[src/rtl/multiport_register_file.sv]
// Parametrised multi-port register file with write bypass, optional zero register,
// and a per-register pending-write scoreboard with a registered population count.
module multiport_register_file #(
  parameter int DATA_W   = 16,
  parameter int REG_N    = 16,
  parameter int RD_PORTS = 2,
  parameter int WR_PORTS = 1,
  parameter int BYPASS   = 1,
  parameter int ZERO_REG = 0,
  localparam int SEL_W   = $clog2(REG_N)
) (
  input  logic                         CLK,
  input  logic                         nRST,
  input  logic [WR_PORTS-1:0]          WEN,
  input  logic [WR_PORTS*SEL_W-1:0]    wsel,
  input  logic [WR_PORTS*DATA_W-1:0]   wdat,
  input  logic [RD_PORTS*SEL_W-1:0]    rsel,
  output logic [RD_PORTS*DATA_W-1:0]   rdat,
  output logic [RD_PORTS-1:0]          rbusy,
  input  logic                         rsv_en,
  input  logic [SEL_W-1:0]             rsv_sel,
  input  logic                         flush,
  output logic [SEL_W:0]               pending_cnt
);

  logic [DATA_W-1:0] regs   [REG_N];
  logic [DATA_W-1:0] wr_val [REG_N];
  logic [REG_N-1:0]  wr_hit;
  logic [REG_N-1:0]  pending;
  logic [REG_N-1:0]  pending_nxt;
  logic [SEL_W:0]    cnt_nxt;

  // Later ports overwrite earlier ones, so the highest-index matching port wins.
  always_comb begin
    for (int r = 0; r < REG_N; r++) begin
      wr_hit[r] = 1'b0;
      wr_val[r] = regs[r];
      for (int i = 0; i < WR_PORTS; i++) begin
        if (WEN[i] && wsel[i*SEL_W +: SEL_W] == SEL_W'(r)) begin
          wr_hit[r] = 1'b1;
          wr_val[r] = wdat[i*DATA_W +: DATA_W];
        end
      end
    end
    if (ZERO_REG != 0) begin
      wr_hit[0] = 1'b0;
      wr_val[0] = '0;
    end
  end

  // Flush beats reserve; reserve beats a same-cycle write (new producer issued).
  always_comb begin
    cnt_nxt = '0;
    for (int r = 0; r < REG_N; r++) begin
      if (flush)
        pending_nxt[r] = 1'b0;
      else if (rsv_en && rsv_sel == SEL_W'(r))
        pending_nxt[r] = 1'b1;
      else if (wr_hit[r])
        pending_nxt[r] = 1'b0;
      else
        pending_nxt[r] = pending[r];
      if (ZERO_REG != 0 && r == 0)
        pending_nxt[r] = 1'b0;
      cnt_nxt = cnt_nxt + (SEL_W+1)'(pending_nxt[r]);
    end
  end

  always_ff @(posedge CLK or negedge nRST) begin
    if (!nRST) begin
      for (int r = 0; r < REG_N; r++)
        regs[r] <= '0;
      pending     <= '0;
      pending_cnt <= '0;
    end else begin
      for (int r = 0; r < REG_N; r++)
        regs[r] <= wr_val[r];
      pending     <= pending_nxt;
      pending_cnt <= cnt_nxt;
    end
  end

  for (genvar j = 0; j < RD_PORTS; j++) begin : g_rd
    logic [SEL_W-1:0]  sel;
    logic [DATA_W-1:0] val;
    logic              busy;

    assign sel = rsel[j*SEL_W +: SEL_W];

    always_comb begin
      val  = regs[sel];
      busy = pending[sel];
      if (BYPASS != 0 && wr_hit[sel]) begin
        val  = wr_val[sel];
        busy = 1'b0;
      end
      if (ZERO_REG != 0 && sel == '0) begin
        val  = '0;
        busy = 1'b0;
      end
    end

    assign rdat[j*DATA_W +: DATA_W] = val;
    assign rbusy[j]                 = busy;
  end

endmodule
[config.mk]
export PLATFORM = sky130hd
export DESIGN_NAME = multiport_register_file
export DESIGN_NICKNAME = d
export VERILOG_FILES = /design/src/rtl/multiport_register_file.sv
export SDC_FILE = /design/constraint.sdc
export NUM_CORES = 1
export LEC_CHECK = 0
export ABC_CLOCK_PERIOD_IN_PS = 6200
export BUFFER_PORTS_ARGS = -buffer_cell sky130_fd_sc_hd__buf_2
export CAP_MARGIN = 20
export CORE_MARGIN = 2
export CORE_UTILIZATION = 55
export DETAILED_ROUTE_END_ITERATION = 6
export PLACE_DENSITY = 0.72
export SYNTH_ARGS = -nofsm -noshare
export SYNTH_HDL_FRONTEND = slang
export SYNTH_SLANG_ARGS = --single-unit
[constraint.sdc]
create_clock -name CLK -period 6.2 [get_ports CLK]
set_input_delay 0 -clock CLK [delete_from_list [all_inputs] [get_ports CLK]]
set_output_delay 0 -clock CLK [all_outputs]
set_load 0.01 [all_outputs]
==> After elaboration in Yosys (flattened, before gate mapping) <==
Cells that the tools add are included.
{ "totals": {"inputBits": 37, "ff_bits": 277} }
{ "op_classes": {"n_eq_ne": 30, "n_addsub": 15, "order_cmp": 4, "bitwise": 2, "n_reduce_logical": 34, "n_mux": 104} }
{ "ops": {"columns": ["cell", "n"], "rows": [
  ["$mux W16", 26],
  ["$bmux W16 S4", 4],
  ["$mux W1", 70],
  ["$eq A4 B4 Y1 const B", 16],
  ["$add A5 B1 Y5", 11],
  ["$eq A4 B3 Y1 const B", 8],
  ["$logic_and A1 B1 Y1", 32],
  ["$bmux W1 S4", 4],
  ["$eq A4 B2 Y1 const B", 4],
  ["$ge A5 B5 Y1 const B", 2],
  ["$lt A4 B5 Y1 const B", 2],
  ["$not A4 Y5", 2],
  ["$eq A4 B1 Y1 const B", 2],
  ["$logic_not A4 Y1", 2],
  ["$add A4 B1 Y5", 1],
  ["$add A3 B1 Y4", 1],
  ["$add A2 B1 Y3", 1],
  ["$add A1 B1 Y2", 1]
]} }

==> Logic depth before layout (Yosys ltp) <==
{ "logic_depth": {"ltp_word": 21, "mapped_depth": 20, "depth_no_buf": 16} }

==> Worst setup path after synthesis <==
No wires, ideal clock.
{ "synth_timing": {"path_type": "input to register", "startpoint": "in WEN", "endpoint": "reg pending_cnt[4]", "setup_slack_ps": 1861, "t_arrival_ps": 4220, "cell_stages": 18, "required_time_ps": 6081, "setup_time_ps": 119, "path_cell_list": "buf_2 and3b_1 buf_2 nand2_1 clkbuf_1 clkbuf_1 a32oi_1 nor2_1 fa_1 fa_1 inv_1 fa_1 inv_1 fa_1 ha_1 fa_1 a21oi_1 nor2b_1"} }
{ "synth_via": {"elab_cells_between_ends": 95, "cone_classes": "15 x add/sub; 64 x mux; 16 x reduce/logical"} }
{ "synth_lines": {"columns": ["item", "line_no", "source"], "rows": [
  ["start: declaration", "14", "input logic [WR_PORTS-1:0] WEN,"],
  ["$logic_and A1 B1 Y1", "39", "if (WEN[i] && wsel[i*SEL_W +: SEL_W] == SEL_W'(r)) begin"],
  ["$mux W1", "39", null],
  ["$mux W1", "59", "else if (wr_hit[r])"],
  ["$mux W1", "57", "else if (rsv_en && rsv_sel == SEL_W'(r))"],
  ["$mux W1", "55", "if (flush)"],
  ["via pending_nxt[13]", "30", "logic [REG_N-1:0] pending_nxt;"],
  ["$add A5 B1 Y5 (3 in a row)", "65", "cnt_nxt = cnt_nxt + (SEL_W+1)'(pending_nxt[r]);"],
  ["via cnt_nxt[4]", "31", "logic [SEL_W:0] cnt_nxt;"],
  ["end signal: assignment", "79", "pending_cnt <= cnt_nxt;"],
  ["end: declaration", "23", "output logic [SEL_W:0] pending_cnt"]
]} }
The timed path passes the listed nets, and every way through them passes these cells.

==> Worst setup path in the final report <==
{ "layout_timing": {"startpoint": "in wsel[3]", "endpoint": "reg pending_cnt[4]"} }
{ "layout_via": {"elab_cells_between_ends": 111, "cone_classes": "15 x add/sub; 15 x eq/ne; 64 x mux; 17 x reduce/logical"} }
{ "layout_lines": {"columns": ["item", "line_no", "source"], "rows": [
  ["start: declaration", "15", "input logic [WR_PORTS*SEL_W-1:0] wsel,"],
  ["$eq A4 B4 Y1", "39", null],
  ["$logic_and A1 B1 Y1", "39", null],
  ["$mux W1", "39", null],
  ["$mux W1", "59", null],
  ["$mux W1", "57", null],
  ["$mux W1", "55", null],
  ["via pending_nxt[15]", "30", null],
  ["$add A5 B1 Y5", "65", null],
  ["via cnt_nxt[4]", "31", null]
]} }
The timed path passes the listed nets, and every way through them passes these cells.

==> results.cfg <==
[outcome]
violations = DRC
status = finished, violations left

[placed_design]
hpwl_um = 52500
port_buffers = 75
gp_congestion = 0.999

[global_route]
overflow = 0
grt_max_degree = 112
antenna_found_initial = 4
grt_pass1_vias = 18400
grtUsageTotal_pct = 45.5
grt_pass1_wl_um = 119000

[detailed_routing]
post_drt_wl_per_cell_um = 30.4
drt-vias-per-instance = 7.30
finalWirelength_um = 80800
firstDrtPassIters = 7
dr_total_vias = 19400
ant_nets = 0
route.detailed.drc = 2
drt_iter0_drc = 3186

[timing]
maxSlewViolCount = 0
fin_crit_ps = 4630
rsz0062_at_grt = no
worst_hold_slack_ps = 27.5
max_freq_mhz = 216
setup_violations = 0
skew_ps = 17.6
tightest_slew_ps = 1270
tns_ps = 0
post-route-period-util_pct = 74.6
relSlewSlack_pct = 14.2
final_hold_viol_count = 0

[clocking]
clock_path_buffers = 3
cts_setup_buffers = 0
cts_max_level = 2
cts_buffers = 34
holdBufCountCts = 23
cts_tree = done
cts-root-buf = clkbuf_16
clock_sinks = 277
clock_latency_ps = 560
cts.reportedPaths.clkPinSlew_ps = 60
cts_resized = 0

[synthesis]
syn_avg_cell_area_um2 = 8.31
yosysWarnings = 0
synth_fa_ha_area_share_pct = 1.43
synthMuxAreaShare_pct = 9.32
ys_seq_area_share_pct = 37.7
synth_fp_nets = 2265
synth-edff-count = 0
synth_compound_area_share_pct = 22.2
ys.flop_type = dfrtp_1
async_reset_ff_share_pct = 100
yosysUniqueCellTypes = 89
synth-simple-area-share_pct = 22.4
syn_area_mm2 = 0.0184
synth_xor_xnor_area_share_pct = 0.762
synth_seq_cells = 277
synth_top_family_by_area = simple AND/OR/NAND/NOR gates
syn_inst = 2213

[setup_path]
end_kind = register
arrival_ps = 5070
worstPathMaxFanout = 22
r2r_setup_slack_ps = 1900
max_stage_delay_ps = 620
crit_type = in2reg
cp_common_cell = fa_1
path_cells = buf_2 > and2_0 > nand2_1 > buf_4 > a32oi_1 > dlygate4sd3_1 > nor2_1 > fa_1 > fa_1 > inv_1 > fa_1 > inv_1 > fa_1 > ha_1 > fa_1 > a21oi_1 > nor2b_1
cpMaxStageDelayCell = and2_0
cp_data_required_time_ps = 6640
startpoint_type = input pin

[pwr]
vdd_ir_drop_max_mv = 0.260
power.internal_uw = 4040
p_leak_uw = 0.00886
p_seq_share_pct = 40.8
sw_frac_of_total_pct = 33.9
power.switching_uw = 2070
power.density_mw_per_mm2 = 302
pwr-share-clk_pct = 34.6
combPwrFrac_pct = 24.6

[run]
max_cap_violations = 0

[floorplanning]
core_mm2 = 0.0327
die_height_um = 187
pin_count = 76
die_w_um = 187
rows = 66
start_util_pct = 56.2
die-area_mm2 = 0.0349

[worst_hold_path]
hp-class = in2reg

[finish]
synthToLayoutAreaGrowth_pct = 10.1
mostFrequentLayoutCells = nand2_1 (477), dfrtp_1 (277), nor2_1 (177)
drive_gt1_share_pct = 15.2
final_common_cell = nand2_1
final_nets = 2238
==> critical path, delay by kind of cell <==
kind,cells,cell delay (ps)
compound gates,2,320
fa+ha+maj,6,2680
buf+inv,5,1180
simple gates,4,860
==> synth_stat cells, types with 7 or more instances <==
cell type | count | area share [%]
nor3_1 | 125 | 3.4
or3_1 | 20 | 0.68
xor2_1 | 7 | 0.33
o211ai_1 | 15 | 0.61
a211oi_1 | 30 | 1.2
o21a_1 | 7 | 0.29
nand3_1 | 25 | 0.68
o311ai_0 | 8 | 0.38
or4_1 | 10 | 0.41
o32ai_1 | 44 | 2.1
o41ai_1 | 10 | 0.48
a21o_1 | 7 | 0.29
nor2_1 | 179 | 3.7
buf_1 | 13 | 0.27
o22ai_1 | 79 | 2.7
o32a_1 | 15 | 0.82
a2111oi_0 | 13 | 0.62
o31ai_1 | 19 | 0.78
mux4_2 | 30 | 3.7
a221oi_1 | 10 | 0.48
mux2_2 | 73 | 4.5
a31oi_1 | 11 | 0.37
inv_1 | 36 | 0.73
clkbuf_1 | 152 | 3.1
or2_2 | 10 | 0.34
a21oi_1 | 49 | 1.3
nor2b_1 | 9 | 0.31
nand2b_1 | 9 | 0.31
nand4_1 | 7 | 0.24
dfrtp_1 | 277 | 38
o221ai_1 | 37 | 1.8
mux2i_1 | 19 | 1.0
nor4_1 | 27 | 0.92
a22oi_1 | 15 | 0.61
nand2_1 | 477 | 9.7
a211o_1 | 7 | 0.33
o21ai_0 | 148 | 4.0
fa_1 | 10 | 1.1
buf_2 | 46 | 1.3
o221a_2 | 9 | 0.55
buf_4 | 8 | 0.33
==> sequential cells by signal (all words and copies together), names as in the netlist <==
| name | count |
|---|---|
| pending | 16 |
| pending_cnt | 5 |
| regs | 256 |
==> power by group through the flow <==
stage | combinational (uW) | clock, uW | sequential (uW)
final | 1500 | 2110 | 2490
after detailed placement | 1420 | 0 | 2500
after floorplan | 989 | 0 | 2390
after CTS | 1440 | 2110 | 2470
after global placement | 1390 | 0 | 2490
after global routing | 1610 | 2190 | 2520
==> metal layers <==
layer | part of all wire, % | vias to the layer above | global-route usage [%]
li1 | - | 8023 | -
met1 | 37 | 9216 | 58.8
met2 | 41 | 1747 | 64.0
met3 | 16 | 417 | 19.0
met4 | 6.7 | 2 | 26.3
met5 | 0.0099 | - | 0
==> metrics by stage <==
step / setup slack [ps] / util [%] / total power (uW) / cells / instance area, um2
2_1_floorplan: 1860 / - / 3380 / 2213 / 18400
3_3_place_gp: 1580 / 57.5 / 3890 / 2562 / 18800
3_5_place_dp: 1480 / 57.6 / 3920 / 2564 / 18800
4_1_cts: 1660 / 61.8 / 6020 / 2649 / 20200
5_1_grt: 1350 / 61.9 / 6320 / 2654 / 20200
6_report: 1570 / 61.9 / 6110 / 2658 / 20300
==> area by class of cell <==
class                   instances  area [um2]
fillers                      2910       12400
repair buffers                162        1110
well taps                     442         553
flip-flops and latches        277        6930
multi-input cells            1671       10300
inverters                      40         150
clock buffers                  52         988
clock inverters                10         173
diodes                          4        10.0
==> cell families after synthesis <==
logic type,Yosys count
compound gates,586
mux,124
flops,277
xor+xnor,13
simple gates,933
fa+ha+maj,15
buf+inv,265
==> worst paths after layout <==
check,startpoint,to,cells after the start
setup / recovery,wsel[3],pending_cnt[4],17
hold / removal,wdat[1],regs[209],3
setup reg to reg,pending[9],pending_cnt[4],13
hold reg to reg,regs[168],regs[168],2
max in group asynchronous,nRST,regs[64],3
min in group asynchronous,nRST,regs[255],2
Power figures use the tool's default switching activity.
